`src/rtl/nem_ctrl_pkg.sv`:
```
// Shared definitions for NEM relay controllers: state encoding, one-hot helpers and default dwell times.
// Combinational helpers only; no latency and no flow control.
package nem_ctrl_pkg;

  localparam int NEM_MAX_IN        = 16;
  localparam int NEM_DEF_BREAK_CYC = 4;
  localparam int NEM_DEF_MAKE_CYC  = 8;

  typedef enum logic [1:0] {
    ST_OFF,
    ST_BREAK,
    ST_MAKE,
    ST_HOLD
  } nem_state_e;

  function automatic logic [NEM_MAX_IN-1:0] nem_onehot(input logic [3:0] idx);
    logic [NEM_MAX_IN-1:0] v;
    v      = '0;
    v[idx] = 1'b1;
    return v;
  endfunction

  function automatic int unsigned nem_popcount(input logic [NEM_MAX_IN-1:0] v);
    int unsigned n;
    n = 0;
    for (int i = 0; i < NEM_MAX_IN; i++) begin
      if (v[i]) n++;
    end
    return n;
  endfunction

endpackage

```
`src/rtl/nem_dwell_timer.sv`:
```
// Loadable down-counter; done pulses for one cycle on the edge that ends a loaded interval of load_val cycles.
// Load takes effect at the next edge; no backpressure.
module nem_dwell_timer #(
  parameter int W = 4
) (
  input  logic         clk,
  input  logic         rst,
  input  logic         load,
  input  logic [W-1:0] load_val,
  output logic         done
);

  logic [W-1:0] cnt;

  always_ff @(posedge clk) begin
    if (rst) begin
      cnt <= '0;
    end else if (load) begin
      cnt <= load_val;
    end else if (cnt != '0) begin
      cnt <= cnt - W'(1);
    end
  end

  // Seen on the last cycle of the interval, so the owner transitions exactly load_val edges after loading.
  assign done = (cnt == W'(1));

endmodule

```
`src/rtl/nem_ohmux_sel_ctrl.sv`:
```
// One-hot select driver for NEM relay muxes with break-before-make dead time and make-settle before sel_valid.
// Select lands 1 cycle after accept (plus BREAK_CYC if a relay was closed); req_ready low during BREAK/MAKE.
module nem_ohmux_sel_ctrl
  import nem_ctrl_pkg::*;
#(
  parameter  int N_IN      = 2,
  parameter  int BREAK_CYC = NEM_DEF_BREAK_CYC,
  parameter  int MAKE_CYC  = NEM_DEF_MAKE_CYC,
  localparam int IW        = $clog2(N_IN),
  localparam int CW        = $clog2(((BREAK_CYC > MAKE_CYC) ? BREAK_CYC : MAKE_CYC) + 1)
) (
  input  logic            clk,
  input  logic            rst,
  input  logic            req_valid,
  output logic            req_ready,
  input  logic            req_off,
  input  logic [IW-1:0]   req_sel,
  output logic [N_IN-1:0] S,
  output logic            sel_valid,
  output logic [IW-1:0]   cur_sel,
  output logic            err
);

  nem_state_e      state, state_n;
  logic [N_IN-1:0] s_n;
  logic            sel_valid_n;
  logic [IW-1:0]   cur_sel_n;
  logic            err_n;
  logic [IW-1:0]   pend_sel, pend_sel_n;
  logic            pend_off, pend_off_n;
  logic            tmr_load;
  logic [CW-1:0]   tmr_val;
  logic            tmr_done;
  logic            accept;
  logic            bad_idx;
  logic [N_IN-1:0] oh_req;
  logic [N_IN-1:0] oh_pend;

  nem_dwell_timer #(.W(CW)) u_dwell (
    .clk      (clk),
    .rst      (rst),
    .load     (tmr_load),
    .load_val (tmr_val),
    .done     (tmr_done)
  );

  assign req_ready = (state == ST_OFF) || (state == ST_HOLD);

  always_comb begin
    state_n     = state;
    s_n         = S;
    sel_valid_n = sel_valid;
    cur_sel_n   = cur_sel;
    err_n       = 1'b0;
    pend_sel_n  = pend_sel;
    pend_off_n  = pend_off;
    tmr_load    = 1'b0;
    tmr_val     = '0;
    accept      = req_valid && req_ready;
    bad_idx     = !req_off && (int'(req_sel) >= N_IN);
    oh_req      = N_IN'(nem_onehot(4'(req_sel)));
    oh_pend     = N_IN'(nem_onehot(4'(pend_sel)));

    case (state)
      ST_OFF: begin
        if (accept && !req_off) begin
          if (bad_idx) begin
            err_n = 1'b1;
          end else begin
            // Nothing is closed, so the relay can be made immediately.
            s_n       = oh_req;
            cur_sel_n = req_sel;
            state_n   = ST_MAKE;
            tmr_load  = 1'b1;
            tmr_val   = CW'(MAKE_CYC);
          end
        end
      end
      ST_HOLD: begin
        if (accept) begin
          if (req_off || (!bad_idx && (req_sel != cur_sel))) begin
            s_n         = '0;
            sel_valid_n = 1'b0;
            pend_off_n  = req_off;
            pend_sel_n  = req_sel;
            state_n     = ST_BREAK;
            tmr_load    = 1'b1;
            tmr_val     = CW'(BREAK_CYC);
          end else if (bad_idx) begin
            err_n = 1'b1;
          end
        end
      end
      ST_BREAK: begin
        if (tmr_done) begin
          if (pend_off) begin
            state_n = ST_OFF;
          end else begin
            s_n       = oh_pend;
            cur_sel_n = pend_sel;
            state_n   = ST_MAKE;
            tmr_load  = 1'b1;
            tmr_val   = CW'(MAKE_CYC);
          end
        end
      end
      ST_MAKE: begin
        if (tmr_done) begin
          sel_valid_n = 1'b1;
          state_n     = ST_HOLD;
        end
      end
      default: state_n = ST_OFF;
    endcase
  end

  always_ff @(posedge clk) begin
    if (rst) begin
      state     <= ST_OFF;
      S         <= '0;
      sel_valid <= 1'b0;
      cur_sel   <= '0;
      err       <= 1'b0;
      pend_sel  <= '0;
      pend_off  <= 1'b0;
    end else begin
      state     <= state_n;
      S         <= s_n;
      sel_valid <= sel_valid_n;
      cur_sel   <= cur_sel_n;
      err       <= err_n;
      pend_sel  <= pend_sel_n;
      pend_off  <= pend_off_n;
    end
  end

  a_onehot: assert property (@(posedge clk) disable iff (rst)
    nem_popcount(16'(S)) <= 1);

  // A closed select may only change by passing through all-open first.
  a_no_direct_swap: assert property (@(posedge clk) disable iff (rst)
    ((S != '0) && ($past(S) != '0)) |-> (S == $past(S)));

  a_valid_hold: assert property (@(posedge clk) disable iff (rst)
    sel_valid |-> ((S == N_IN'(nem_onehot(4'(cur_sel)))) && (state == ST_HOLD)));

endmodule

```
`config.mk`:
```
export PLATFORM = sky130hd
export DESIGN_NAME = nem_ohmux_sel_ctrl
export DESIGN_NICKNAME = d
export VERILOG_FILES = /design/src/rtl/nem_ctrl_pkg.sv /design/src/rtl/nem_dwell_timer.sv /design/src/rtl/nem_ohmux_sel_ctrl.sv
export SDC_FILE = /design/constraint.sdc
export NUM_CORES = 1
export LEC_CHECK = 0
export CORE_MARGIN = 4
export CORE_UTILIZATION = 57
export DETAILED_ROUTE_END_ITERATION = 8
export PLACE_DENSITY = 0.82
export SYNTH_ARGS = -nofsm -noshare
export SYNTH_HDL_FRONTEND = slang
export SYNTH_HIERARCHICAL = 1
export SYNTH_SLANG_ARGS = --single-unit
export TNS_END_PERCENT = 10
```
`constraint.sdc`:
```
create_clock -name clk -period 6.8 [get_ports clk]
set_input_delay 0.68 -clock clk [delete_from_list [all_inputs] [get_ports clk]]
set_output_delay 0.68 -clock clk [all_outputs]
set_load 0.01 [all_outputs]
```
---- Word level (Yosys, flattened, before mapping) ----
Index checks and enable logic that the tools add are counted.
storage, ports and cells
  bits in registers ....................... 12
  input port bits ......................... 5
  output and inout port bits .............. 6
operators by class
  add/sub/neg operators ................... 1
  order comparisons ....................... 4
  equal/unequal tests ..................... 11
  multiplexer cells ....................... 39
  reduce and logical (&&, ||, !) cells .... 18
operators by type and width
  kind                                                   count
  2-to-1 mux 2 bit                                       11
  2-to-1 mux 4 bit                                       5
  2-to-1 mux 1 bit                                       13
  case mux 4 bit (3 select lines)                        1
  < comparator 1 x 5 -> 1 bit, second input constant     2
  inequality test 2 bit, second input constant           4
  case mux 2 bit (4 select lines)                        1
  AND reduction 4 bit                                    2
  2-to-1 mux 3 bit                                       2
  case mux 2 bit (3 select lines)                        1
  AND reduction 6 bit                                    1
  nonzero test 2 bit                                     3
  AND reduction 5 bit                                    1
  equality test 2 bit, second input constant             2
  equality test 4 x 1 -> 1 bit, second input constant    1
  logical AND 1 bit                                      4
  inequality test 2 x 1 -> 1 bit, second input constant  2
  case mux 1 bit (2 select lines)                        2
  nonzero test 4 bit                                     1
  subtractor 4 x 1 -> 4 bit, second input constant       1
  case mux 1 bit (3 select lines)                        1
  AND reduction 3 bit                                    1
  nonzero test 3 bit                                     1
  demux 1 bit (select 1 bit)                             2
  other kinds (6)                                        8

---- Logic depth before layout (Yosys ltp) ----
  word-level depth ........................ 7
  mapped depth ............................ 7
  depth with buffers taken out ............ 7

---- Hierarchy ----
The synthesis kept the hierarchy.
modules (own cells, without submodules)
  module              instances  cells each  area each (um^2)
  nem_ohmux_sel_ctrl  1          69          590.6
  nem_dwell_timer     1          27          246.5

---- Worst setup path after synthesis ----
OpenSTA, ideal clock, no wires.
  kind .................................... reg2reg
  from .................................... register state[0]
  to ...................................... register state[0]
  library setup time ...................... 0.096 ns
  arrival time ............................ 2.149 ns
  data required time ...................... 6.704 ns
  slack ................................... 4.555 ns
  stages on the path, launching flop included .. 7
  buffers on the path ..................... 0
  clock period less this slack ............ 2.245 ns
  cell sequence ........................... dfxtp_1 inv_1 ha_1 or3b_1 a222oi_1 nand3_1 o41ai_2
on the way
  cells in the longest elaborated chain, start to end .. 6
  elaborated cells between the ends (all ways) .. 14
  classes of those cells .................. eq/ne (8); mux (1); reduce/logical (5)
ends and longest elaborated chain
  element                                                          line                                                text
  from (decl)                                                      nem_ohmux_sel_ctrl.sv:24                            nem_state_e state, state_n;
  from (signal assigned)                                           nem_ohmux_sel_ctrl.sv:127                           state <= state_n;
  equality test 2 bit / logical NOT 2 bit (equally long branches)  nem_ohmux_sel_ctrl.sv:47, nem_ohmux_sel_ctrl.sv:64
  logical OR 1 bit                                                 nem_ohmux_sel_ctrl.sv:47                            assign req_ready = (state == ST_OFF) || (state == ST_HOLD);
  logical AND 1 bit                                                nem_ohmux_sel_ctrl.sv:59                            accept = req_valid && req_ready;
  logical AND 1 bit                                                nem_ohmux_sel_ctrl.sv:66                            if (accept && !req_off) begin
  inequality test 2 x 1 -> 1 bit (no line)                         -
  AND reduction 5 bit (no line)                                    -
Several ways; a longest one is shown, not always the timed one.
A chain may end at the register's enable or synchronous reset.

---- Worst setup path in the final report ----
  from .................................... input req_off
  to ...................................... register state[0]
on the way
  cells in the longest elaborated chain, start to end .. 4
  elaborated cells between the ends (all ways) .. 6
  classes of those cells .................. eq/ne (2); reduce/logical (4)
ends and longest elaborated chain
  element                                   line                      text
  from (decl)                               nem_ohmux_sel_ctrl.sv:16  input logic req_off,
  logical NOT 1 bit                         nem_ohmux_sel_ctrl.sv:66
  logical AND 1 bit                         nem_ohmux_sel_ctrl.sv:66
  inequality test 2 x 1 -> 1 bit (no line)  -
  AND reduction 5 bit (no line) (*)         -
Mark *: on every way between the ends. The rest lies on a longest branch, timed or not.

==> summary by stage <==
Floorplan
The effective utilization at floorplan is 62.0%. The die covers 2150 µm². The floorplan step defined a core boundary enclosing 1350 µm². The overall die width is 46.3 µm.

In this run the vertical extent of the chip is 46.3 µm. The I/O pin count is 11. After floorplanning, the core was divided into 13 placement rows.

Clock network
Buffers added to address setup during post-CTS repair amount to 0. Buffers inserted during clock tree synthesis total 3. The sink count of the clock tree is 12. The post-CTS clock slew at the launch and capture registers of the worst setup and hold paths is 80 ps. For this design, the CTS-stage hold fixing added 0 buffers. For the worst-skew pair, the clock arrives at the later sink with an insertion delay of 280 ps.

The number of buffers on the longest clock path is 2. The number of levels the H-tree was split into is 1. TritonCTS built the clock tree.

The post-cts sizing count is 0. In this run the clock root is driven by a clkbuf_4.

Logic synthesis
The synthesized netlist devotes 19.6% of its cell area to simple gates. By area, the combinational part of the netlist is dominated by compound AO/OA/AOI/OAI gates. Yosys mapped a number of flops with a built-in enable equal to 0. The warning count from the yosys run is 6. The synthesized netlist contains 41 unique library cells. Summing the areas of all fa, ha and maj instances in the mapped netlist gives 12.0% of the synthesized area. The portion of synthesized area spent on multiplexers is 6.28%.

The share of async-settable or async-resettable flops after synthesis is 0%. Among all flip-flop cells after synthesis, the most frequent one is dfxtp_1. The average instance in the mapped netlist occupies 8.72 µm². The cell count after synthesis is 96. The share of synthesized area occupied by flip-flops and latches is 28.7%. The fraction of the mapped netlist area in compound gates is 23.6%.

The synthesized area is 837 µm². The synthesized flop and latch total is 12. The xor and xnor fraction of the mapped netlist area is 3.14%.

Setup path
Counting cells, the worst reg-to-reg path comes to 6. The data arrival time of the critical path is 2830 ps. For flop-to-flop paths, the worst setup slack is 4170 ps. Tracing the worst setup path back leads to its startpoint at req_off. STA puts the critical path data required time at 6990 ps. In this run the worst path has a maximum fanout of 8.

The critical register-to-register path endpoint is state[0]. The worst setup path is of the in -> reg kind. The element type at the critical path end is a flip-flop. The element type at the critical path start is an input pin. The worst register-to-register path begins at state[0].

GRT
The global-route wire length before repair is 3000 µm. The number of global-route vias before repair is 699. The global-route usage over all layers is 20.2%.

The overall overflow remaining after global route is 0. The initial antenna violation count is 0. Entering global routing, the biggest net connects 16 pins.

Timing
The relative max-transition margin is 36.1%. The final number of hold-violating endpoints came to 0. The worst path uses 38.8% of the clock period. Setup repair after global routing left no endpoint under its margin.

The number of setup violations in the final report is 0. The clock period minus worst slack is 2640 ps. Setup total negative slack on the finished layout was measured at 0 ps. The final clock skew is 0.360 ps. The transition time at the pin with the least slew margin is 959 ps.

For this run, the top clock speed supported by timing is 379 MHz. The number of max-slew violations in the final report is 0.

Pwr
Combinational logic burns 55.9% of the power. The net switching component of the power is 0.157 mW. In this run the static leakage power is 0.407 nW. VDD sags by at most 216 µV.

The share of total power dissipated in the clock network is 15.1%. The internal power of the cells totals 0.234 mW. The portion of total power attributed to sequential cells is 29.0%.

Of the total power, the share spent switching nets is 40.1%. For this design the ratio of total power to cell area is 401 nW/µm².

Layout
The antenna diode count is 0. In the final layout, the share of cells above drive strength 1 is 11.1%. The library cell used most frequently in the layout, excluding fill and tap cells, is dfxtp_1. Cells fill 72.2% of the core in the end. The count of nets after finishing is 122. The library cells used most frequently in the layout, excluding fill and tap cells, are 12 x dfxtp_1, 10 x inv_1, 9 x clkdlybuf4s50_1. The filler cells instantiated in the layout total 115.

The register cell area after layout is 240 µm². The area of the multi-input gates is 552 µm². The area overhead of the layout relative to synthesis is 16.4%.

Place
The number of buffer cells added on primary ports is 9. The final estimated routing congestion in global placement is 0.823. The final HPWL from detailed placement is 1270 µm.

Hold path
The worst min-delay path class is reg -> reg. The startpoint identified for the worst hold timing path is pend_sel. The count of cells along the worst hold path is 2. The worst-case hold path end point is pend_sel.

Route
The detail route stage leaves a number of antenna-violating nets equal to 0. For this run, design rule violations remaining after detail routing come to 0. The first detailed-routing pass took 5 iterations.

The routed length per instance is 14.1 µm. In this run, the number of DRC markers left after iteration 0 of detailed routing was 11. The final layout contains routed wiring with a total length of 1740 µm. The via density per instance is 5.94. The total via count after detailed routing is 731.

Run
The number of violations of the max-capacitance limit is 0.

Status
The run finished with clean final reports.
per-layer routing:
| layer | GRT usage [%] | vias to the layer above | part of all wire (%) |
|---|---|---|---|
| met3 | 5.08 | 3 | 4.9 |
| met1 | 24.5 | 335 | 48 |
| met2 | 30.8 | 23 | 45 |
| met5 | 0 | - | 0 |
| li1 | - | 370 | - |
| met4 | 13.6 | 0 | 1.8 |
state kept, by name (all words and copies together), names as in the netlist:
name,flops
S,2
cur_sel,1
pend_off,1
pend_sel,1
sel_valid,1
state,2
u_dwell/cnt,4
cell usage after synthesis, types with 2 or more instances:
| cell type | instances | share of area [%] |
|---|---|---|
| dfxtp_1 | 12 | 29 |
| inv_1 | 10 | 4.5 |
| ha_1 | 8 | 12 |
| nand2_1 | 7 | 3.1 |
| nor2_1 | 6 | 2.7 |
| a21oi_1 | 4 | 2.4 |
| mux2i_1 | 3 | 3.6 |
| nand2b_1 | 3 | 2.2 |
| xnor2_1 | 3 | 3.1 |
| a211o_1 | 2 | 2.1 |
| a31oi_1 | 2 | 1.5 |
| mux2_2 | 2 | 2.7 |
| nand3_1 | 2 | 1.2 |
| nor2b_1 | 2 | 1.5 |
| nor3b_1 | 2 | 1.8 |
| o22ai_1 | 2 | 1.5 |
| o41ai_2 | 2 | 3.9 |
stage by stage:
| stage | setup slack, ps | instance area (µm²) | cells | hold WS (ps) | total power [mW] |
|---|---|---|---|---|---|
| floorplan | 4560 | 845 | 98 | 463 | 0.270 |
| global placement | 3990 | 938 | 119 | 486 | 0.321 |
| detailed placement | 3920 | 938 | 119 | 487 | 0.328 |
| CTS | 4200 | 975 | 123 | 508 | 0.392 |
| global route | 3990 | 975 | 123 | 558 | 0.423 |
| finish | 4160 | 975 | 123 | 513 | 0.391 |
worst max-delay path, stage by stage:
cell             delay, ps
clkdlybuf4s50_1        450
or3b_1                 430
a222oi_1               760
nand3_1                210
o41ai_2                310
worst max path at each step:
stage / to / slack, ps / cells after the start
floorplan: state[0] / 4560 / 6
global placement: state[0] / 3990 / 5
detailed placement: state[0] / 3920 / 5
CTS: state[0] / 4200 / 6
global route: state[0] / 3990 / 6
finish: state[0] / 4160 / 5
power by group through the flow:
stage                     combinational [mW]  clock, mW  sequential (mW)
final                                  0.219     0.0589            0.113
after global routing                   0.242     0.0645            0.116
after CTS                              0.217     0.0610            0.114
after detailed placement               0.213          0            0.115
after global placement                 0.208          0            0.113
after floorplan                        0.155          0            0.115
area by class of cell:
cell class,count,share of cell area [%]
Clock buffer,4,3.72
Inverter,10,3.85
Multi-Input combinational cell,73,56.6
Sequential cell,12,24.6
Tap cell,15,1.93
Timing Repair Buffer,9,9.24
kinds of logic (layout without fill, tap and decap cells):
logic type                 count (synthesis)  in the layout
AOI/OAI and AO/OA                         24             24
other                                      1              3
xor gates and xnor gates                   3              3
adders and majority gates                  8              8
muxes                                      5              5
DFF                                       12             12
and+or+nand+nor                           30             30
buffers and inverters                     13             23
(Power assumes the default switching activity.)
==> edit 1: new RTL, same settings <==
Reset style: asynchronous (`rst`), changed in 2 clocked blocks.
--- a/src/rtl/nem_dwell_timer.sv
+++ b/src/rtl/nem_dwell_timer.sv
@@ -12,7 +12,7 @@
 
   logic [W-1:0] cnt;
 
-  always_ff @(posedge clk) begin
+  always_ff @(posedge clk or posedge rst) begin
     if (rst) begin
       cnt <= '0;
     end else if (load) begin
--- a/src/rtl/nem_ohmux_sel_ctrl.sv
+++ b/src/rtl/nem_ohmux_sel_ctrl.sv
@@ -114,7 +114,7 @@
     endcase
   end
 
-  always_ff @(posedge clk) begin
+  always_ff @(posedge clk or posedge rst) begin
     if (rst) begin
       state     <= ST_OFF;
       S         <= '0;
Function: differs if rst is asserted again (counterexample within 4 cycles, from zero or initial values and one cycle with rst high); with rst held inactive, the same outputs for 10 cycles.
==> edit 1 against the original RTL <==
Wire length is 8.2% lower; critical path type is now reg2out; utilization is 0.33 points higher; highest routed layer unchanged; worst setup slack better by 0.24 ns; power rose by 25%; area after synthesis increased by 2.8%; design area up 1.7%; sequential cell count unchanged; sequential power increased by 24%.
==> edit 1: results (changes against the original RTL) <==
metric;value;unit;change
crit_family;buffers and inverters;;
fin_skew;0.00415;ns;+0.00379 ns
path_max_fanout;5;;-3
peakVddDrop;0.258;mV;+19%
fin_nets;117;;-4.1%
synthFlopType;dfrtp_1;;
outcome;finished, final reports clean;;
relSlewSlack;65.4;%;+29 points
cts_max_path_buffers;2;;unchanged
critPathSlowestCell;clkdlybuf4s50_1;;
first_pass_iters;4;;-1
synth_commonest_cells;12 x dfrtp_1, 11 x inv_1, 8 x ha_1, 8 x nand2_1, 6 x a21oi_1;;
via_per_inst;5.58;;-6.2%
grt_max_degree;10;;-6
critical_path.max_stage_delay;0.52;ns;-0.24 ns
gp_congestion;0.860;;+4.5%
async_reset_ff_share;100;%;+100 points
rrSetupSlack;4.46;ns;+0.29 ns
synth_adder_area_share;11.6;%;-0.33 points
dp_hpwl;1220;um;-3.7%
yosysSeqAreaShare;34.9;%;+6.2 points
leakagePower;0.456;nW;+12%
nFillCells;110;;-4.3%
drive_gt1_share;12.6;%;+1.5 points
synth.distinct_cells;35;;-15%
synth_compound_area_share;18.0;%;-5.6 points
drt-initial-drc-count;17;;+6
synth_xor_area_share;4.07;%;+0.93 points
synthMuxAreaShare;5.52;%;-0.75 points
grt_first_pass_wirelength;2530;um;-16%
## edit 1: report_power, final
| group | total, W | internal, W | switching (W) |
|---|---|---|---|
| combinational | 0.000292 | 0.000144 | 0.000148 |
| sequential | 0.000140 | 0.000108 | 0.0000322 |
| clock | 0.0000564 | 0.0000326 | 0.0000238 |
## edit 1: logic make-up (layout without fill, tap and decap cells)
| logic type | Yosys count | count (layout) |
|---|---|---|
| flip-flops | 12 | 12 |
| XOR/XNOR | 4 | 4 |
| multiplexers | 4 | 4 |
| AO/OA/AOI/OAI | 22 | 22 |
| AND/OR/NAND/NOR | 26 | 26 |
| other | 1 | 3 |
| buffers and inverters | 14 | 24 |
| adder cells (fa/ha/maj) | 8 | 8 |
## edit 1: worst paths after layout
check,start,endpoint,depth (start not counted)
worst max-delay path,state[0]$_DFFE_PP0P_,req_ready,4
worst min-delay path,S[1]$_DFFE_PP0P_,S[1]$_DFFE_PP0P_,1
worst max register to register,state[0]$_DFFE_PP0P_,u_dwell/cnt[1]$_DFFE_PP0P_,7
worst min register to register,S[1]$_DFFE_PP0P_,S[1]$_DFFE_PP0P_,1
max in group asynchronous,rst,state[1]$_DFFE_PP0P_,2
min in group asynchronous,rst,u_dwell/cnt[3]$_DFFE_PP0P_,2
## edit 1: area by class of cell
cell class / count / area share [%]
multi-input combinational: 67 / 50.9
sequential: 12 / 30.3
timing repair buffer: 9 / 9.09
inverter: 11 / 4.17
clock buffer: 4 / 3.66
tap: 15 / 1.89
## edit 1: layer usage
metal  GRT usage (%)  up-vias  wire length, um
met4            4.97        0                8
met1            21.9      316              764
li1                -      331                -
met3            5.75        2               61
met5               0        -                0
met2            26.8        9              758
## edit 1: worst register-to-register path, delay by kind of cell (launching register included)
family | cells | cell delay, ns
simple gates | 1 | 0.21
fa+ha+maj | 1 | 0.34
buf+inv | 1 | 0.12
flops | 1 | 0.40
compound gates | 4 | 1.16
## edit 1: stage by stage
stage / setup WS, ns / hold slack [ns] / area (um2) / instances
6_report: 4.40 / 0.515 / 991 / 118
5_1_grt: 4.25 / 0.539 / 991 / 118
4_1_cts: 4.40 / 0.521 / 991 / 118
3_5_place_dp: 4.13 / 0.503 / 955 / 114
3_3_place_gp: 4.23 / 0.489 / 955 / 114
2_1_floorplan: 4.74 / 0.446 / 868 / 93
==> edit 2: new RTL, config.mk and constraints unchanged <==
Without the edit above. The package constant `NEM_DEF_BREAK_CYC` goes from 4 to 16.
--- a/src/rtl/nem_ctrl_pkg.sv
+++ b/src/rtl/nem_ctrl_pkg.sv
@@ -3,7 +3,7 @@
 package nem_ctrl_pkg;
 
   localparam int NEM_MAX_IN        = 16;
-  localparam int NEM_DEF_BREAK_CYC = 4;
+  localparam int NEM_DEF_BREAK_CYC = 16;
   localparam int NEM_DEF_MAKE_CYC  = 8;
 
   typedef enum logic [1:0] {
Function: same outputs for any inputs over 10 cycles, from zero or initial values and one cycle with rst high; that may be too few to reach the edited logic, so the function may still have changed.
==> edit 2 against the original RTL <==
Area after synthesis up 11%; sequential cell count up 1; synthesized cell count up 14%; die area up 8.8%; clock power down 18%; non-clock buffer count unchanged; wire length up 11%; global-route usage down 2.9 points; cell count up 9.8%; design area up 7.4%; worst setup slack better by 0.088 ns; fmax up 3.4%; power down 6.4%; largest cell class unchanged; largest power group unchanged; highest routed layer unchanged.
==> edit 2: results (changes against the original RTL) <==
metric;value;unit;change
outcome;finished, final reports clean;;
met1_usage;24.0;%;-0.47 points
cts_buffers;3;;unchanged
cts.clk_slew.worst_paths;0.09;ns;
synthFlopType;dfxtp_1;;
hp-class;reg2reg;;
dp_hpwl;1480;um;+17%
critical_path.max_stage_delay;0.54;ns;-0.22 ns
synth_cells;109;;+14%
use_met2;26.1;%;-4.7 points
path_max_fanout;12;;+4
worst-endpoint-arrival;2.74;ns;-0.09 ns
cts_max_path_buffers;2;;unchanged
drt-initial-drc-count;21;;+10
via_per_inst;5.84;;-1.8%
synth.distinct_cells;45;;+9.8%
gr-usage-met3;3.99;%;-1.1 points
first_pass_iters;4;;-1
cts_max_level;1;;unchanged
synth_commonest_cells;13 x dfxtp_1, 11 x inv_1, 8 x nand2_1;;
top_regs;u_dwell/cnt (5), S (2), state (2);;
io_buffers;9;;unchanged
cts_resized;0;;unchanged
cts_setup_buffers;0;;unchanged
post_drt_wl_per_cell;14.3;um;+1.4%
fin_skew;0.00901;ns;+0.00865 ns
peakVddDrop;0.204;mV;-5.7%
grt.total_usage;17.3;%;-2.9 points
fin_cells;135;;+9.8%
gp_congestion;0.818;;-0.60%
ys_warn_count;6;;unchanged
place_area;0.00102;mm2;+8.8%
period_share;37.5;%;-1.3 points
clock_latency;0.27;ns;
async_reset_ff_share;0;%;unchanged
drive_gt1_share;10.9;%;-0.19 points
critPathSlowestCell;or4_1;;
root_buffer;clkbuf_4;;
ctsHoldBuffers;0;;unchanged
grt_first_pass_wirelength;3280;um;+9.4%
synth_area_leaders;dfxtp_1 28%, ha_1 8.1%, inv_1 4.5%;;
relSlewSlack;58.5;%;+22 points
first_global_vias;722;;+3.3%
diodes;0;;unchanged
whs;0.508;ns;-0.00529 ns
grt_max_degree;20;;+4
leakagePower;0.423;nW;+3.9%
yosysSeqAreaShare;28.1;%;-0.59 points
antenna_found_initial;0;;unchanged
rrSetupSlack;4.42;ns;+0.25 ns
fin_nets;131;;+7.4%
place_ws;3.97;ns;+0.0494 ns
==> edit 2: path summary, 6_finish.rpt <==
check                                                    to  cells after the start                  start
worst max-delay path            u_dwell/cnt[1]$_SDFFE_PP0P_                      7                req_sel
worst min register to register            S[0]$_SDFFE_PP0P_                      2      S[0]$_SDFFE_PP0P_
worst min-delay path                      S[0]$_SDFFE_PP0P_                      2      S[0]$_SDFFE_PP0P_
worst max register to register  u_dwell/cnt[1]$_SDFFE_PP0P_                      8  state[0]$_SDFFE_PP0P_
==> edit 2: final cells by class <==
type / instances / area, um2
fill: 124 / 477
multi-input combinational: 82 / 609
sequential: 13 / 260
tap: 16 / 20.0
inverter: 11 / 41.3
clock buffer: 4 / 26.3
timing repair buffer: 9 / 90.1
==> edit 2: per-layer routing <==
| metal | vias up | share of wire, % |
|---|---|---|
| met3 | 2 | 5.0 |
| met1 | 360 | 47 |
| met4 | 0 | 0.67 |
| li1 | 407 | - |
| met2 | 19 | 47 |
| met5 | - | 0 |
==> edit 2: logic make-up after synthesis <==
family	after synthesis	share of synthesized area, %
simple gates	39	26.3
compound gates	27	23.5
buf+inv	17	7.30
flops	13	28.1
fa+ha+maj	6	8.11
xor+xnor	3	2.84
mux	3	3.38
other cells	1	0.405
==> edit 2: where the power goes <==
| group | switching (W) | internal (W) | total, W |
|---|---|---|---|
| combinational | 0.0000999 | 0.000104 | 0.000204 |
| clock | 0.0000254 | 0.0000227 | 0.0000481 |
| sequential | 0.0000172 | 0.0000965 | 0.000114 |
| total | 0.000142 | 0.000223 | 0.000366 |
==> edit 2: worst max-delay path: cells and delay by family <==
| kind | cells | cell delay, ns |
|---|---|---|
| AND/OR/NAND/NOR | 3 | 1.01 |
| buffers and inverters | 1 | 0.47 |
| AO/OA/AOI/OAI | 2 | 0.32 |
| XOR/XNOR | 1 | 0.25 |
